==> src/rtl/load_store_unit.sv <==
// Load/store initiator for a word-organised data memory: word-aligned req/ready
// transactions, sub-word load extension and read-modify-write for SB/SH.
module load_store_unit #(
   parameter int TIMEOUT = 16
) (
   input  logic        clk,
   input  logic        rst,
   input  logic        start,
   input  logic        is_load,
   input  logic        is_store,
   input  logic [2:0]  funct3,
   input  logic [31:0] addr,
   input  logic [31:0] store_data,
   output logic        busy,
   output logic        done,
   output logic [31:0] load_data,
   output logic        misaligned,
   output logic        err,
   output logic [31:0] mem_A,
   output logic [31:0] mem_WD,
   output logic        mem_WE,
   output logic        mem_req,
   input  logic [31:0] mem_RD,
   input  logic        mem_ready
);

   localparam logic [1:0] S_IDLE  = 2'd0;
   localparam logic [1:0] S_READ  = 2'd1;
   localparam logic [1:0] S_WRITE = 2'd2;
   localparam logic [1:0] S_DONE  = 2'd3;

   localparam int               CNT_W    = (TIMEOUT > 2) ? $clog2(TIMEOUT) : 1;
   localparam logic [CNT_W-1:0] CNT_LAST = CNT_W'(TIMEOUT - 1);

   logic [1:0]       state_q, state_d;
   logic [CNT_W-1:0] cnt_q, cnt_d;
   logic [2:0]       f3_q, f3_d;
   logic [1:0]       off_q, off_d;
   logic             ld_q, ld_d;
   logic [31:0]      addr_q, addr_d;
   logic [31:0]      wd_q, wd_d;
   logic [31:0]      ldata_q, ldata_d;
   logic             mis_q, mis_d;
   logic             err_q, err_d;

   logic             illegal;
   logic             unaligned;

   function automatic logic [31:0] extract_load(input logic [31:0] rd,
                                                input logic [2:0]  f3,
                                                input logic [1:0]  off);
      logic [7:0]  b;
      logic [15:0] h;
      b = 8'(rd >> {off, 3'b000});
      h = 16'(rd >> {off[1], 4'b0000});
      case (f3)
         3'b000:  return {{24{b[7]}}, b};
         3'b001:  return {{16{h[15]}}, h};
         3'b100:  return {24'd0, b};
         3'b101:  return {16'd0, h};
         default: return rd;
      endcase
   endfunction

   function automatic logic [31:0] merge_store(input logic [31:0] old,
                                               input logic [31:0] wd,
                                               input logic        half,
                                               input logic [1:0]  off);
      logic [4:0]  sh;
      logic [31:0] mask;
      logic [31:0] ins;
      if (half) begin
         sh   = {off[1], 4'b0000};
         mask = 32'h0000_FFFF << sh;
         ins  = {16'd0, wd[15:0]} << sh;
      end else begin
         sh   = {off, 3'b000};
         mask = 32'h0000_00FF << sh;
         ins  = {24'd0, wd[7:0]} << sh;
      end
      return (old & ~mask) | ins;
   endfunction

   // Command legality: exactly one of load/store, and BU/HU only for loads
   always_comb begin
      illegal = 1'b0;
      if (is_load == is_store) begin
         illegal = 1'b1;
      end else if (is_load) begin
         illegal = !(funct3 == 3'b000 || funct3 == 3'b001 || funct3 == 3'b010 ||
                     funct3 == 3'b100 || funct3 == 3'b101);
      end else begin
         illegal = !(funct3 == 3'b000 || funct3 == 3'b001 || funct3 == 3'b010);
      end
      unaligned = ((funct3[1:0] == 2'b01) && addr[0]) ||
                  ((funct3[1:0] == 2'b10) && (addr[1:0] != 2'b00));
   end

   always_comb begin
      state_d = state_q;
      cnt_d   = cnt_q;
      f3_d    = f3_q;
      off_d   = off_q;
      ld_d    = ld_q;
      addr_d  = addr_q;
      wd_d    = wd_q;
      ldata_d = ldata_q;
      mis_d   = mis_q;
      err_d   = err_q;
      case (state_q)
         S_IDLE: begin
            if (start) begin
               f3_d   = funct3;
               off_d  = addr[1:0];
               ld_d   = is_load;
               addr_d = {addr[31:2], 2'b00};
               wd_d   = store_data;
               mis_d  = 1'b0;
               err_d  = 1'b0;
               cnt_d  = '0;
               if (illegal) begin
                  err_d   = 1'b1;
                  state_d = S_DONE;
               end else if (unaligned) begin
                  mis_d   = 1'b1;
                  state_d = S_DONE;
               end else if (is_load || funct3 != 3'b010) begin
                  state_d = S_READ;
               end else begin
                  state_d = S_WRITE;
               end
            end
         end
         S_READ: begin
            if (mem_ready) begin
               cnt_d = '0;
               if (ld_q) begin
                  ldata_d = extract_load(mem_RD, f3_q, off_q);
                  state_d = S_DONE;
               end else begin
                  wd_d    = merge_store(mem_RD, wd_q, f3_q[0], off_q);
                  state_d = S_WRITE;
               end
            end else if (cnt_q == CNT_LAST) begin
               err_d   = 1'b1;
               state_d = S_DONE;
            end else begin
               cnt_d = cnt_q + CNT_W'(1);
            end
         end
         S_WRITE: begin
            if (mem_ready) begin
               state_d = S_DONE;
            end else if (cnt_q == CNT_LAST) begin
               err_d   = 1'b1;
               state_d = S_DONE;
            end else begin
               cnt_d = cnt_q + CNT_W'(1);
            end
         end
         default: state_d = S_IDLE;
      endcase
   end

   always_ff @(posedge clk) begin
      if (!rst) begin
         state_q <= S_IDLE;
         cnt_q   <= '0;
         f3_q    <= 3'd0;
         off_q   <= 2'd0;
         ld_q    <= 1'b0;
         addr_q  <= 32'd0;
         wd_q    <= 32'd0;
         ldata_q <= 32'd0;
         mis_q   <= 1'b0;
         err_q   <= 1'b0;
      end else begin
         state_q <= state_d;
         cnt_q   <= cnt_d;
         f3_q    <= f3_d;
         off_q   <= off_d;
         ld_q    <= ld_d;
         addr_q  <= addr_d;
         wd_q    <= wd_d;
         ldata_q <= ldata_d;
         mis_q   <= mis_d;
         err_q   <= err_d;
      end
   end

   assign busy       = (state_q != S_IDLE);
   assign done       = (state_q == S_DONE);
   assign load_data  = ldata_q;
   assign misaligned = mis_q;
   assign err        = err_q;
   assign mem_A      = addr_q;
   assign mem_WD     = wd_q;
   assign mem_WE     = (state_q == S_WRITE);
   assign mem_req    = (state_q == S_READ) || (state_q == S_WRITE);

endmodule

==> config.mk <==
export PLATFORM = sky130hd
export DESIGN_NAME = load_store_unit
export DESIGN_NICKNAME = d
export VERILOG_FILES = /design/src/rtl/load_store_unit.sv
export SDC_FILE = /design/constraint.sdc
export NUM_CORES = 1
export LEC_CHECK = 0
export CORE_MARGIN = 2
export CORE_UTILIZATION = 45
export CTS_CLUSTER_SIZE = 8
export DETAILED_ROUTE_END_ITERATION = 12
export PLACE_DENSITY = 0.91
export SKIP_CTS_REPAIR_TIMING = 1
export SLEW_MARGIN = 20
export SYNTH_ARGS = -nofsm -noshare
export SYNTH_HDL_FRONTEND = slang
export SYNTH_SLANG_ARGS = --single-unit
==> constraint.sdc <==
create_clock -name clk -period 2 [get_ports clk]
set_input_delay 0.4 -clock clk [delete_from_list [all_inputs] [get_ports clk]]
set_output_delay 0.4 -clock clk [all_outputs]
set_load 0.01 [all_outputs]
# Word-level counts from Yosys, hierarchy flattened
# Index checks and enable logic that the tools add are counted.
# word_totals
regBits	108
out_inout_bits	102
# classes
add_sub_neg	1
n_eq_ne	21
shift	6
n_mux	36
bitwise	3
n_reduce_logical	25
# ops
operator	count
$mux W32	11
$pmux W32 S4	1
$pmux W32 S2	1
$and A32 B32 Y32	1
$not A32 Y32	1
$or A32 B32 Y32	1
$shl A16 B5 Y32	1
$shl A16 B5 Y32 const A	1
$shl A8 B5 Y32	1
$shl A8 B5 Y32 const A	1
$shr A32 B5 Y16	1
$shr A32 B5 Y8	1
$mux W4	4
$mux W2	7
$eq A3 B3 Y1 const B	4
$pmux W4 S3	1
$ne A2 B2 Y1 const B	5
$mux W1	9
$reduce_and A4 Y1	2
$reduce_bool A2 Y1	4
$logic_or A1 B1 Y1	7
$eq A2 B2 Y1 const B	3
$eq A3 B1 Y1 const B	2
$logic_not A3 Y1	2
16 further kinds	20

# Logic depth before layout (Yosys ltp)
# Gate-level depths: netlist of run 1.
# depth
word_depth	11
ltp_mapped	8

# Worst setup path after synthesis of run 1
# Ideal clock, no wire load.
# synth_timing
kind	register to register
startpoint	register state_q[1]
endpoint	register ldata_q[7], in the netlist load_data[7]
arrival_time_ns	1.574
t_required_ns	1.941
setup_slack_ns	0.367
stages_incl_launch_ff	8
n_path_buf	2
synth_period_minus_slack_ns	1.633
path_cell_list	dfxtp_1 > inv_1 > ha_1 > buf_6 > and3_1 > buf_4 > nor2_1 > a22o_1
# synth_between
elab_chain_cells	2
# synth_rtl
element	line	source
start, declared	35	logic [1:0] state_q, state_d;
start signal, assigned	178	state_q <= state_d;
$eq A2 B1 Y1	110	case (state_q)
$reduce_and A3 Y1 (no source line)	n/a	
end signal, assigned	185	ldata_q <= ldata_d;
end, declared	42	logic [31:0] ldata_q, ldata_d;
# No other way between the ends.
# A chain may end at the register's enable or synchronous reset.

# Worst setup path after layout of run 1
# layout_timing
startpoint	register state_q[0]
endpoint	output port mem_WE
# layout_between
elab_chain_cells	1
# layout_rtl
element	line	source
$eq A2 B2 Y1	198	assign mem_WE = (state_q == S_WRITE);
end, declared	21	output logic mem_WE,
# No other way between the ends.

==> key figures, run 1 <==
Synthesis
  – FFs w/ async S/R, synth: 0%
  – Synth Instances: 673
  – Top-area cell type share of the netlist area: 39.9%
  – Synthesized area: 5430 µm²
  – Post-synth top area cell: dfxtp_1
  – YS warnings: 0
  – Top FF cell, synth: dfxtp_1
  – Top post-synthesis cells by area: dfxtp_1, nand2_1, a21oi_1, o2bb2ai_1, o21ai_0
  – Avg Synthesized Cell Area: 8.06 µm²
  – Post-synthesis sequential area ratio: 39.9%
  – Library cells used by synthesis: 59
  – Synth Register Bits: 108
  – EDFF count, synth: 0

Final layout
  – Syn-to-layout area delta: 47.0%
  – Post-route insts no fill: 1,021
  – Final nets: 979
  – Fin util: 66.9%
  – Antenna fix cells: 0
  – Post-route cell area: 7970 µm²
  – Share of post-route cells with drive strength above 1: 9.95%

Timing
  – Final Setup Violations: 2
  – Worst Clk Skew: 6.79 ps
  – RSZ-0062 raised after global routing: true
  – Final hold violation count: 0
  – Setup TNS: -36.2 ps
  – Worst slew margin: 60.1%
  – Setup ws final: -27.7 ps
  – Period utilization: 101%
  – Fin crit period: 2030 ps
  – Worst slew pin tran: 596 ps
  – Max Fclk: 0.493 GHz
  – Max Slew Vio Count: 0

Placement
  – Post-detail-place hpwl: 13.5 mm
  – RD Place Congestion: 0.944
  – Placed Instance Area: 7670 µm²
  – # port buffers: 204
  – Inst Count DP: 1,005

Detailed routing
  – Routed WL per cell: 17.6 µm
  – Final ANT Viol Nets: 0
  – Vias per inst: 5.70
  – Drt total wl: 17.9 mm
  – DR DRC count: 0
  – Starting DRT DRC Count: 504
  – Via count: 5,823
  – Drt pass-1 iters: 6

Min path
  – Min-Delay Path Class: reg2reg

CTS
  – CTS sink cnt: 108
  – Clock Tree Buf Depth: 2
  – Worst-skew pair later-pin latency: 350 ps
  – CTS tree: done
  – Num CTS Buffers: 9
  – CTS root buf: clkbuf_16
  – Clock Pin Slew Worst Setup and Hold Paths: 70 ps
  – Htree depth: 3

Floorplan
  – Die width: 114 µm
  – DIE HEIGHT: 114 µm
  – Placeable Area: 11,900 µm²
  – Num rows: 40
  – Io pins: 207
  – Initial Util: 45.5%
  – Die area: 13,000 µm²

Critical path
  – Worst setup SP type: register
  – Crit path kind: reg2out
  – Critical Path AT: 1630 ps
  – CP max FO: 5
  – Worst setup EP type: primary output
  – WP data required: 1600 ps

GRT
  – Met2 Track Usage GR: 43.8%
  – Global routing's busiest layer: met2
  – GRT met1 Usage: 35.9%
  – Initial antenna violation count: 0
  – Largest net degree at the start of global routing: 33
  – Met3 layer usage reported by global route: 9.88%
  – Total GRT Usage: 27.7%
  – First-pass GRT wire length: 28.8 mm
  – Total gr overflow: 0
  – Vias in the first global route: 5,626

Power
  – Worst IR Drop VDD: 0.726 mV
  – Power per Cell Area: 847 nW/µm²
  – Leakage: 2.90 nW
  – Power Total: 6.76 mW

Flow run
  – Max-cap violations: 0

Run status
  – Status: finished with violations
  – Failing checks: negative setup slack
## layout by cell type, fill, tap and decap left out, types with 8 or more instances in the layout
cell type	instances
buf_4	32
a21oi_2	12
o2bb2ai_1	33
a221o_1	8
inv_1	30
clkdlybuf4s50_1	202
o21ai_1	36
nand2_1	121
a21oi_1	71
dfxtp_1	106
clkbuf_16	9
nor2b_1	11
a221oi_1	11
a211oi_1	8
nor3_1	11
nor2_1	15
o22ai_1	11
o21ai_0	40
## synthesized netlist by cell type, drive strengths merged, types with 2 or more instances
library cell,instances
nand2,122
dfxtp,108
a21oi,83
o21ai,76
buf,39
o2bb2ai,33
inv,32
clkbuf,17
nor2,16
a221oi,12
nor2b,12
nor3,11
o22ai,11
a211oi,10
a221o,8
o31ai,7
or3,7
a22oi,6
nand2b,6
nand3,6
o311a,6
ha,5
o221a,5
and3,4
mux2i,3
a21o,2
a22o,2
mux2,2
o21a,2
o31a,2
o32ai,2
o41ai,2
xor2,2
## metrics by stage
step | setup slack, ps | hold slack, ps
final | -27.7 | 454
after floorplan | 367 | 453
after detailed placement | 0.750 | 442
after CTS | -152 | 456
after global routing | -70.2 | 473
after global placement | 29.7 | 437
## final timing paths
path                      startpoint                       to  slack, ps  cells after the start
max reg2reg  state_q[1]$_SDFFE_PN0N_  mem_WD[31]$_SDFFE_PN0P_        150                      5
min           mem_A[10]$_SDFFE_PN0P_   mem_A[10]$_SDFFE_PN0P_        450                      2
min reg2reg   mem_A[10]$_SDFFE_PN0P_   mem_A[10]$_SDFFE_PN0P_        450                      2
max          state_q[0]$_SDFFE_PN0N_                   mem_WE        -30                      3
## area by class of cell
type | instances | area (µm²)
repair buffers | 240 | 2370
clock inverters | 3 | 18.8
clock buffers | 13 | 270
multi-input cells | 478 | 2850
well taps | 147 | 184
fillers | 980 | 3940
flip-flops and latches | 108 | 2160
inverters | 32 | 120
## state kept, by name, summed over array words and instances, names as in the netlist
register / cells
cnt_q: 4
err: 1
f3_q: 3
ld_q: 1
load_data: 32
mem_A: 30
mem_WD: 32
misaligned: 1
off_q: 2
state_q: 2
## where the power goes
| group | total (mW) | internal (mW) | leakage, nW | switching (mW) |
|---|---|---|---|---|
| clock | 1.74 | 0.949 | 0.146 | 0.790 |
| combinational | 2.38 | 1.16 | 1.88 | 1.22 |
| sequential | 2.64 | 2.42 | 0.882 | 0.222 |
| total | 6.76 | 4.53 | 2.90 | 2.23 |
## per-layer routing
layer | part of all wire, % | up-vias | wire length [µm]
met5 | 0 | - | 0
met4 | 2.8 | 0 | 499
met3 | 11 | 47 | 1890
met2 | 46 | 328 | 8180
met1 | 41 | 2645 | 7370
li1 | - | 2803 | -
## critical path, stage by stage, from the launching register on
cell and delay (ps):
dfxtp_2 350, inv_1 80, ha_2 270, clkdlybuf4s50_1 580
## cell families after synthesis
logic type,share of synthesized area [%]
other,0.0691
and+or+nand+nor,15.5
muxes,1.04
DFF,39.9
buffers and inverters,7.91
xor gates and xnor gates,0.323
AOI/OAI and AO/OA,34.2
adders and majority gates,1.15
Note: power is estimated with default switching activity, not from simulation.
==> inputs of run 2 (changes only) <==
- CTS_CLUSTER_SIZE: 8 -> 24
==> results of run 2 <==
The final DEF is identical to that of run 1; final timing and power are the same.
